==> src/rtl/led_bus_arbiter.sv <==
// led_bus_arbiter: round-robin owner of the 8-bit LED/header bus with a minimum per-grant dwell.
// Ports:
//   clk_i   system clock
//   rst_i   synchronous active-high reset
//   req_i   per-requester bus request, level-sensitive
//   data_i  requester i pattern at data_i[i*BITS +: BITS]
//   gnt_o   registered one-hot grant, zero while the bus is free
//   out_o   registered bus value for the pins
//   busy_o  high while a grant is held
//   tick_o  one-cycle prescaler strobe shared with the pattern sources
module led_bus_arbiter #(
    parameter int BITS  = 8,
    parameter int NREQ  = 4,
    parameter int DIV   = 22,
    parameter int DWELL = 4
) (
    input  logic                 clk_i,
    input  logic                 rst_i,
    input  logic [NREQ-1:0]      req_i,
    input  logic [NREQ*BITS-1:0] data_i,
    output logic [NREQ-1:0]      gnt_o,
    output logic [BITS-1:0]      out_o,
    output logic                 busy_o,
    output logic                 tick_o
);
    localparam int IW  = $clog2(NREQ);
    localparam int IW1 = IW + 1;
    localparam logic [7:0] DW = 8'(DWELL);
    typedef enum logic [1:0] {IDLE, GRANT, GAP} state_t;
    state_t          state_q, state_d;
    logic [DIV-1:0]  cnt_q;
    logic            tick_q;
    logic [7:0]      dwell_q, dwell_d;
    logic [IW-1:0]   rr_q, rr_d, win;
    logic [NREQ-1:0] gnt_q, gnt_d;
    logic [BITS-1:0] out_q, out_d;
    logic [IW1-1:0]  idx;
    logic            found, expired, owner_drop, others;
    // Search order starts just after the last owner and wraps modulo NREQ,
    // so the previous owner is considered last.
    always_comb begin
        win   = rr_q;
        found = 1'b0;
        idx   = '0;
        for (int k = 1; k <= NREQ; k++) begin
            idx = {1'b0, rr_q} + IW1'(k);
            if (idx >= IW1'(NREQ)) idx = idx - IW1'(NREQ);
            if (!found && req_i[idx[IW-1:0]]) begin
                win   = idx[IW-1:0];
                found = 1'b1;
            end
        end
    end
    // While granted, rr_q is the owner index.
    assign owner_drop = !req_i[rr_q];
    assign expired    = dwell_q == DW;
    assign others     = |(req_i & ~gnt_q);
    always_comb begin
        state_d = (state_q == GRANT) ? ((owner_drop || (expired && others)) ? GAP : GRANT)
                                     : (found ? GRANT : IDLE);
    end
    always_comb begin
        gnt_d   = '0;
        rr_d    = rr_q;
        dwell_d = '0;
        out_d   = '0;
        busy_o  = state_q == GRANT;
        if (state_q != GRANT && found) begin
            gnt_d[win] = 1'b1;
            rr_d       = win;
        end
        // Dwell below DWELL can only climb to DWELL, so saturation falls out;
        // an uncontested expiry restarts the count while keeping the grant.
        if (state_q == GRANT && state_d == GRANT) begin
            gnt_d   = gnt_q;
            out_d   = data_i[int'(rr_q)*BITS +: BITS];
            dwell_d = expired ? 8'd0 : dwell_q + {7'd0, tick_q};
        end
    end
    always_ff @(posedge clk_i) begin
        if (rst_i) begin
            state_q <= IDLE;
            cnt_q   <= '0;
            tick_q  <= 1'b0;
            dwell_q <= '0;
            rr_q    <= IW'(NREQ - 1);
            gnt_q   <= '0;
            out_q   <= '0;
        end else begin
            state_q <= state_d;
            cnt_q   <= cnt_q + 1'b1;
            tick_q  <= &cnt_q;
            dwell_q <= dwell_d;
            rr_q    <= rr_d;
            gnt_q   <= gnt_d;
            out_q   <= out_d;
        end
    end
    assign gnt_o  = gnt_q;
    assign out_o  = out_q;
    assign tick_o = tick_q;
endmodule
==> config.mk <==
export PLATFORM = sky130hd
export DESIGN_NAME = led_bus_arbiter
export DESIGN_NICKNAME = d
export VERILOG_FILES = /design/src/rtl/led_bus_arbiter.sv
export SDC_FILE = /design/constraint.sdc
export NUM_CORES = 1
export LEC_CHECK = 0
export CAP_MARGIN = 10
export CORE_MARGIN = 5
export CORE_UTILIZATION = 53
export DETAILED_ROUTE_END_ITERATION = 8
export GPL_ROUTABILITY_DRIVEN = 1
export GPL_TIMING_DRIVEN = 1
export PLACE_DENSITY_LB_ADDON = 0.05
export SLEW_MARGIN = 20
export SYNTH_ARGS = -nofsm -noshare
export SYNTH_HDL_FRONTEND = slang
export SYNTH_SLANG_ARGS = --single-unit
==> constraint.sdc <==
create_clock -name clk_i -period 3.7 [get_ports clk_i]
set_input_delay 0.74 -clock clk_i [delete_from_list [all_inputs] [get_ports clk_i]]
set_output_delay 0.74 -clock clk_i [all_outputs]
set_load 0.005 [all_outputs]
==> Word level (Yosys, flattened, before mapping) <==
Index checks and enable logic that the tools add are counted.
{ "word_totals": {"regBits": 47, "input_bits": 38, "output_inout_bits": 14, "elab_cells": 80} }
{ "op_classes": {"add_sub_neg": 10, "magnitude_cmp": 11, "eq_ne": 4, "shifts": 1, "mux": 28, "bitwise": 3, "reduce_logical": 16} }
{ "op_table": {"columns": ["op", "count"], "rows": [
  ["32-bit by 6-bit variable part select with 8-bit output", 1],
  ["22-bit by 1-bit adder with 22-bit output (second input constant)", 1],
  ["22-bit AND reduction", 1],
  ["2-bit 2-to-1 mux", 10],
  ["2-bit by 3-bit less-than comparator with 1-bit output (second input constant)", 6],
  ["3-bit >= comparator (second input constant)", 4],
  ["1-bit 2-to-1 mux", 11],
  ["1-bit binary-select mux with 2-bit select", 5],
  ["8-bit by 1-bit adder with 8-bit output", 1],
  ["8-bit by 3-bit equality test with 1-bit output (second input constant)", 1],
  ["2-bit by 1-bit subtractor with 2-bit output (second input constant)", 4],
  ["1-bit logical AND", 7],
  ["2-bit by 2-bit adder with 3-bit output (second input constant)", 2],
  ["4-bit AND", 1],
  ["2-bit by 1-bit equality test with 1-bit output (second input constant)", 2],
  ["1-bit logical NOT", 4],
  ["4-bit 2-to-1 mux", 1],
  ["4-bit inverter", 1],
  ["4-bit OR reduction", 1],
  ["2-bit by 1-bit adder with 3-bit output (second input constant)", 1],
  ["2-bit by 3-bit adder with 3-bit output (second input constant)", 1],
  ["3-bit OR reduction", 1],
  ["1-bit demux with 2-bit select", 1],
  ["2-bit by 1-bit >= comparator with 1-bit output (second input constant)", 1],
  ["4 further kinds", 4]
]} }

==> Logic depth before layout (Yosys ltp) <==
{ "logic_depth": {"word_depth": 21, "depth_mapped": 6, "ltp_nobuf": 5} }

==> Worst setup path before layout <==
Ideal clock, no wire load.
{ "synth_timing": {"path_type": "input to register", "startpoint": "in req_i[3]", "endpoint": "reg dwell_q[2]", "setup_time_ns": 0.124, "t_arrival_ns": 1.640, "t_required_ns": 3.576, "slack_ns": 1.936, "stages": 5, "n_path_buf": 1, "cell_sequence": "mux4_2 > nand2_1 > or2_2 > clkbuf_1 > nor2_1"} }
{ "synth_between": {"elab_chain_len": 18, "word_cells_on_any_way": 32, "classes_between": "1 x eq/ne; 17 x mux; 2 x bitwise; 12 x reduce/logical"} }
{ "synth_lines": {"columns": ["item", "line", "text"], "rows": [
  ["start, declared", "19", "input logic [NREQ-1:0] req_i,"],
  ["1-bit binary-select mux with 2-bit select", "48", "if (!found && req_i[idx[IW-1:0]]) begin"],
  ["1-bit 2-to-1 mux (implied by the code)", "48", null],
  ["1-bit 2-to-1 mux", "48", null],
  ["1-bit logical NOT", "48", null],
  ["1-bit logical AND", "48", null],
  ["1-bit 2-to-1 mux", "48", null],
  ["1-bit logical NOT", "48", null],
  ["1-bit logical AND", "48", null],
  ["[... 2 more ...]", null, null],
  ["1-bit logical AND", "48", null],
  ["1-bit 2-to-1 mux", "48", null],
  ["1-bit 2-to-1 mux", "60", ": (found ? GRANT : IDLE);"],
  ["2-bit 2-to-1 mux *", "59", "state_d = (state_q == GRANT) ? ((owner_drop || (expired && others)) ? GAP : GRANT)"],
  ["2-bit by 1-bit equality test with 1-bit output *", "74", "if (state_q == GRANT && state_d == GRANT) begin"],
  ["1-bit logical AND *", "74", null],
  ["1-bit inverter (no line) *", null, null],
  ["3-bit OR reduction (no line) *", null, null],
  ["end signal, assigned", "93", "dwell_q <= dwell_d;"],
  ["end, declared", "33", "logic [7:0] dwell_q, dwell_d;"]
]} }
Mark *: on every way between the ends. The rest lies on a longest branch, timed or not. The select of a mux whose other input is x is not followed.
A chain may end at the register's enable or synchronous reset.

==> Final worst setup path <==
{ "layout_timing": {"startpoint": "in req_i[3]", "endpoint": "reg gnt_q[2], in the netlist gnt_o[2]"} }
{ "layout_between": {"elab_chain_len": 17, "word_cells_on_any_way": 41, "classes_between": "2 x order compare; 1 x eq/ne; 24 x mux; 1 x bitwise; 13 x reduce/logical"} }
{ "layout_lines": {"columns": ["item", "line", "text"], "rows": [
  ["1-bit binary-select mux with 2-bit select", "48", null],
  ["1-bit 2-to-1 mux (implied by the code)", "48", null],
  ["1-bit 2-to-1 mux", "48", null],
  ["1-bit logical NOT", "48", null],
  ["1-bit logical AND", "48", null],
  ["1-bit 2-to-1 mux", "48", null],
  ["1-bit logical NOT", "48", null],
  ["1-bit logical AND", "48", null],
  ["1-bit 2-to-1 mux", "48", null],
  ["1-bit logical NOT", "48", null],
  ["1-bit logical AND", "48", null],
  ["2-bit 2-to-1 mux", "48", null],
  ["2-bit by 3-bit less-than comparator with 1-bit output (implied by the code) / 2-bit by 1-bit >= comparator with 1-bit output (equally long branches)", "69", "gnt_d[win] = 1'b1;"],
  ["1-bit logical AND (implied by the code)", "69", null],
  ["1-bit 2-to-1 mux (implied by the code)", "69", null],
  ["1-bit demux with 2-bit select", "69", null],
  ["4-bit 2-to-1 mux", "68", "if (state_q != GRANT && found) begin"],
  ["end signal, assigned", "95", "gnt_q <= gnt_d;"],
  ["end, declared", "35", "logic [NREQ-1:0] gnt_q, gnt_d;"]
]} }
Several ways; a longest one is shown, not always the timed one. The select of a mux whose other input is x is not followed.

==> results.py <==
metrics = {
    "worst_setup_path": {
        "crit_arrival_ns": 2.53,
        "crit_type": "input port to flop",
        "start_kind": "input port",
        "crit_path_max_fanout": 13,
        "critPathRequiredTime_ns": 3.95,
        "end_kind": "flop",
    },
    "grt": {
        "grt_pass1_wl_um": 8080,
        "grt_overflow": 0,
        "grt_start_max_net_pins": 34,
        "track_usage": 0.193,
        "grt_pass1_vias": 1803,
        "antenna_found_initial": 0,
    },
    "logic_synthesis": {
        "synth_edf_count": 0,
        "yosysTopAreaCellShare": 0.423,
        "ys.flop_type": "dfxtp_1",
        "ys_async_sr_fraction": 0,
        "synth_cell_types": 45,
        "synth_cells": 228,
        "synth_top_family_by_area": "simple AND/OR/NAND/NOR gates",
        "synth_compound_area_frac": 0.0703,
        "avgSynthCellArea_um2": 9.76,
        "netlist_area_um2": 2220,
        "synth_common_cells": "47 x dfxtp_1, 31 x nor2_1, 14 x nand3_1",
        "synth_top_area_cell": "dfxtp_1",
        "yosysWarnings": 0,
        "synth_seq_cells": 47,
        "synth_area_leaders": "dfxtp_1 42%, mux4_2 9.1%, nor2_1 5.2%",
        "muxShareOfSynthArea": 0.116,
        "syn-num-nets": 269,
        "synth-xor-area-share": 0.0669,
        "yosysMostFrequentCell": "dfxtp_1",
        "synth_adder_area_share": 0.0169,
        "yosysSeqAreaShare": 0.423,
        "synthSimpleGateAreaFrac": 0.283,
    },
    "clocking": {
        "ctsResizeCount": 0,
        "cts_max_level": 2,
        "postCtsHoldBufs": 0,
        "cts-root-buf": "clkbuf_8",
        "cts_tree": "yes",
        "clock_latency_ns": 0.30,
        "cts.sinks": 47,
        "cts_made_buffers": 5,
        "cts_setup_buffers": 0,
        "clkTransAtPathRegs_ns": 0.08,
        "cts_buffer_depth": 2,
    },
    "die": {
        "die_x_um": 74.8,
        "num_io_pins": 52,
        "initial_utilization": 0.552,
        "die_y_um": 74.8,
        "die_area_um2": 5590,
        "core-area_um2": 4030,
        "rows": 23,
    },
    "cells_and_area": {
        "fin_cells": 330,
        "area_delta_synth_final_pct": 28.4,
        "final_util": 0.709,
        "n_antenna_cell": 0,
        "nets": 320,
        "drive_gt1_frac": 0.111,
    },
    "route": {
        "wl_per_cell_um": 14.7,
        "viasPerCell": 5.52,
        "drt-total-wl_um": 4840,
        "drcViolationCount": 0,
        "first_iter_violations": 76,
        "vias": 1823,
        "drtAntennaViolNets": 0,
        "drt_pre_antenna_iters": 4,
    },
    "sta": {
        "slew_violations": 0,
        "hold_viol_final": 0,
        "final-setup-viol-count": 0,
        "rsz0062_at_grt": "no",
        "fin_crit_ns": 2.28,
        "fmax_mhz": 438,
        "whs_ns": 0.484,
        "tns_ns": 0,
        "slew_headroom": 0.491,
        "min_period_over_period": 0.617,
        "worst_pin_slew_ns": 0.764,
        "fin_worst_skew_ns": 0.00542,
    },
    "place": {
        "place.gp.congestion": 0.813,
        "dpl.hpwl_um": 3640,
        "dp_cells": 322,
        "portBuffers": 51,
    },
    "min_path": {
        "hold_class": "flop to flop",
    },
    "pwr": {
        "ir_worst_vdd_v": 0.000198,
        "sequentialPowerShare": 0.529,
        "switching_share": 0.260,
        "p_per_area_nw_per_um2": 378,
        "p_leak_nw": 1.04,
        "p_sw_uw": 280,
        "p_comb_frac": 0.190,
        "clkPwrFrac": 0.281,
        "p_int_uw": 799,
    },
    "run": {
        "maxCapViolations": 0,
    },
    "run_status": {
        "status": "completed",
    },
}
worst paths after layout:
| check | start | end | slack, ns | depth (start not counted) |
|---|---|---|---|---|
| hold / removal | cnt_q[0]$_SDFF_PP0_ | cnt_q[0]$_SDFF_PP0_ | 0.48 | 1 |
| hold reg to reg | cnt_q[0]$_SDFF_PP0_ | cnt_q[0]$_SDFF_PP0_ | 0.48 | 1 |
| setup reg to reg | rr_q[0]$_SDFFE_PP1P_ | gnt_o[2]$_SDFFE_PP0N_ | 1.57 | 4 |
| setup / recovery | req_i[3] | gnt_o[2]$_SDFFE_PP0N_ | 1.42 | 5 |
cell usage in the layout (no fill, tap or decap), types with 2 or more instances in the layout:
cell type	netlist	routed
or4_1	2	2
and4_1	2	2
nor3_1	7	7
mux4_2	9	9
nand3_1	14	14
ha_1	3	3
inv_1	5	5
nor4_1	6	6
nor2b_1	7	7
a31o_2	2	2
xor2_1	8	8
clkbuf_8	0	5
and2_1	8	8
clkdlybuf4s50_1	0	51
xnor2_1	9	9
nor2_1	31	31
mux2_2	4	4
o31ai_1	3	3
nand2_1	10	10
and3_1	3	3
nand2b_1	6	6
or2_2	3	3
a21oi_1	8	8
nor3b_1	2	2
or3_1	2	2
o2bb2ai_1	2	2
dfxtp_1	47	47
layer usage:
layer | up-vias | part of all wire | track usage
met2 | 38 | 0.48 | 0.310
met5 | - | 0 | 0
met3 | 7 | 0.045 | 0.0574
li1 | 915 | - | -
met4 | 0 | 0.013 | 0.0593
met1 | 863 | 0.46 | 0.251
logic make-up after synthesis:
| family | count (synthesis) |
|---|---|
| xor gates and xnor gates | 17 |
| adders and majority gates | 3 |
| and+or+nand+nor | 112 |
| muxes | 14 |
| AOI/OAI and AO/OA | 22 |
| buffers and inverters | 13 |
| DFF | 47 |
power groups by stage:
stage	clock network [mW]	registers, mW	logic, mW
4_1_cts	0.313	0.572	0.207
3_3_place_gp	0	0.583	0.204
2_1_floorplan	0	0.555	0.136
5_1_grt	0.338	0.578	0.225
6_report	0.303	0.571	0.205
3_5_place_dp	0	0.584	0.206
critical path, stage by stage:
cell and delay (ns):
clkdlybuf4s50_1 0.58, mux4_2 0.28, nand2_1 0.07, a21oi_1 0.61, a22o_1 0.25
stage by stage:
step	cell area (um2)	setup WS, ns	power, mW
2_1_floorplan	2220	1.94	0.691
3_3_place_gp	2770	1.14	0.787
3_5_place_dp	2770	1.11	0.789
4_1_cts	2860	1.45	1.09
5_1_grt	2860	1.24	1.14
6_report	2860	1.42	1.08
cell type report:
| cell class | instances | area [um2] |
|---|---|---|
| sequential | 47 | 941 |
| inverter | 5 | 18.8 |
| timing repair buffer | 52 | 518 |
| fill | 325 | 1170 |
| clock inverter | 2 | 12.5 |
| clock buffer | 6 | 72.6 |
| multi-input combinational | 168 | 1230 |
| tap | 50 | 62.6 |
state kept, by name, indices dropped and copies added (netlist names):
name and count:
tick_o 1, rr_q 2, out_o 8, state_q 2
cnt_q 22, dwell_q 8, gnt_o 4
Note: power is estimated with default switching activity, not from simulation.
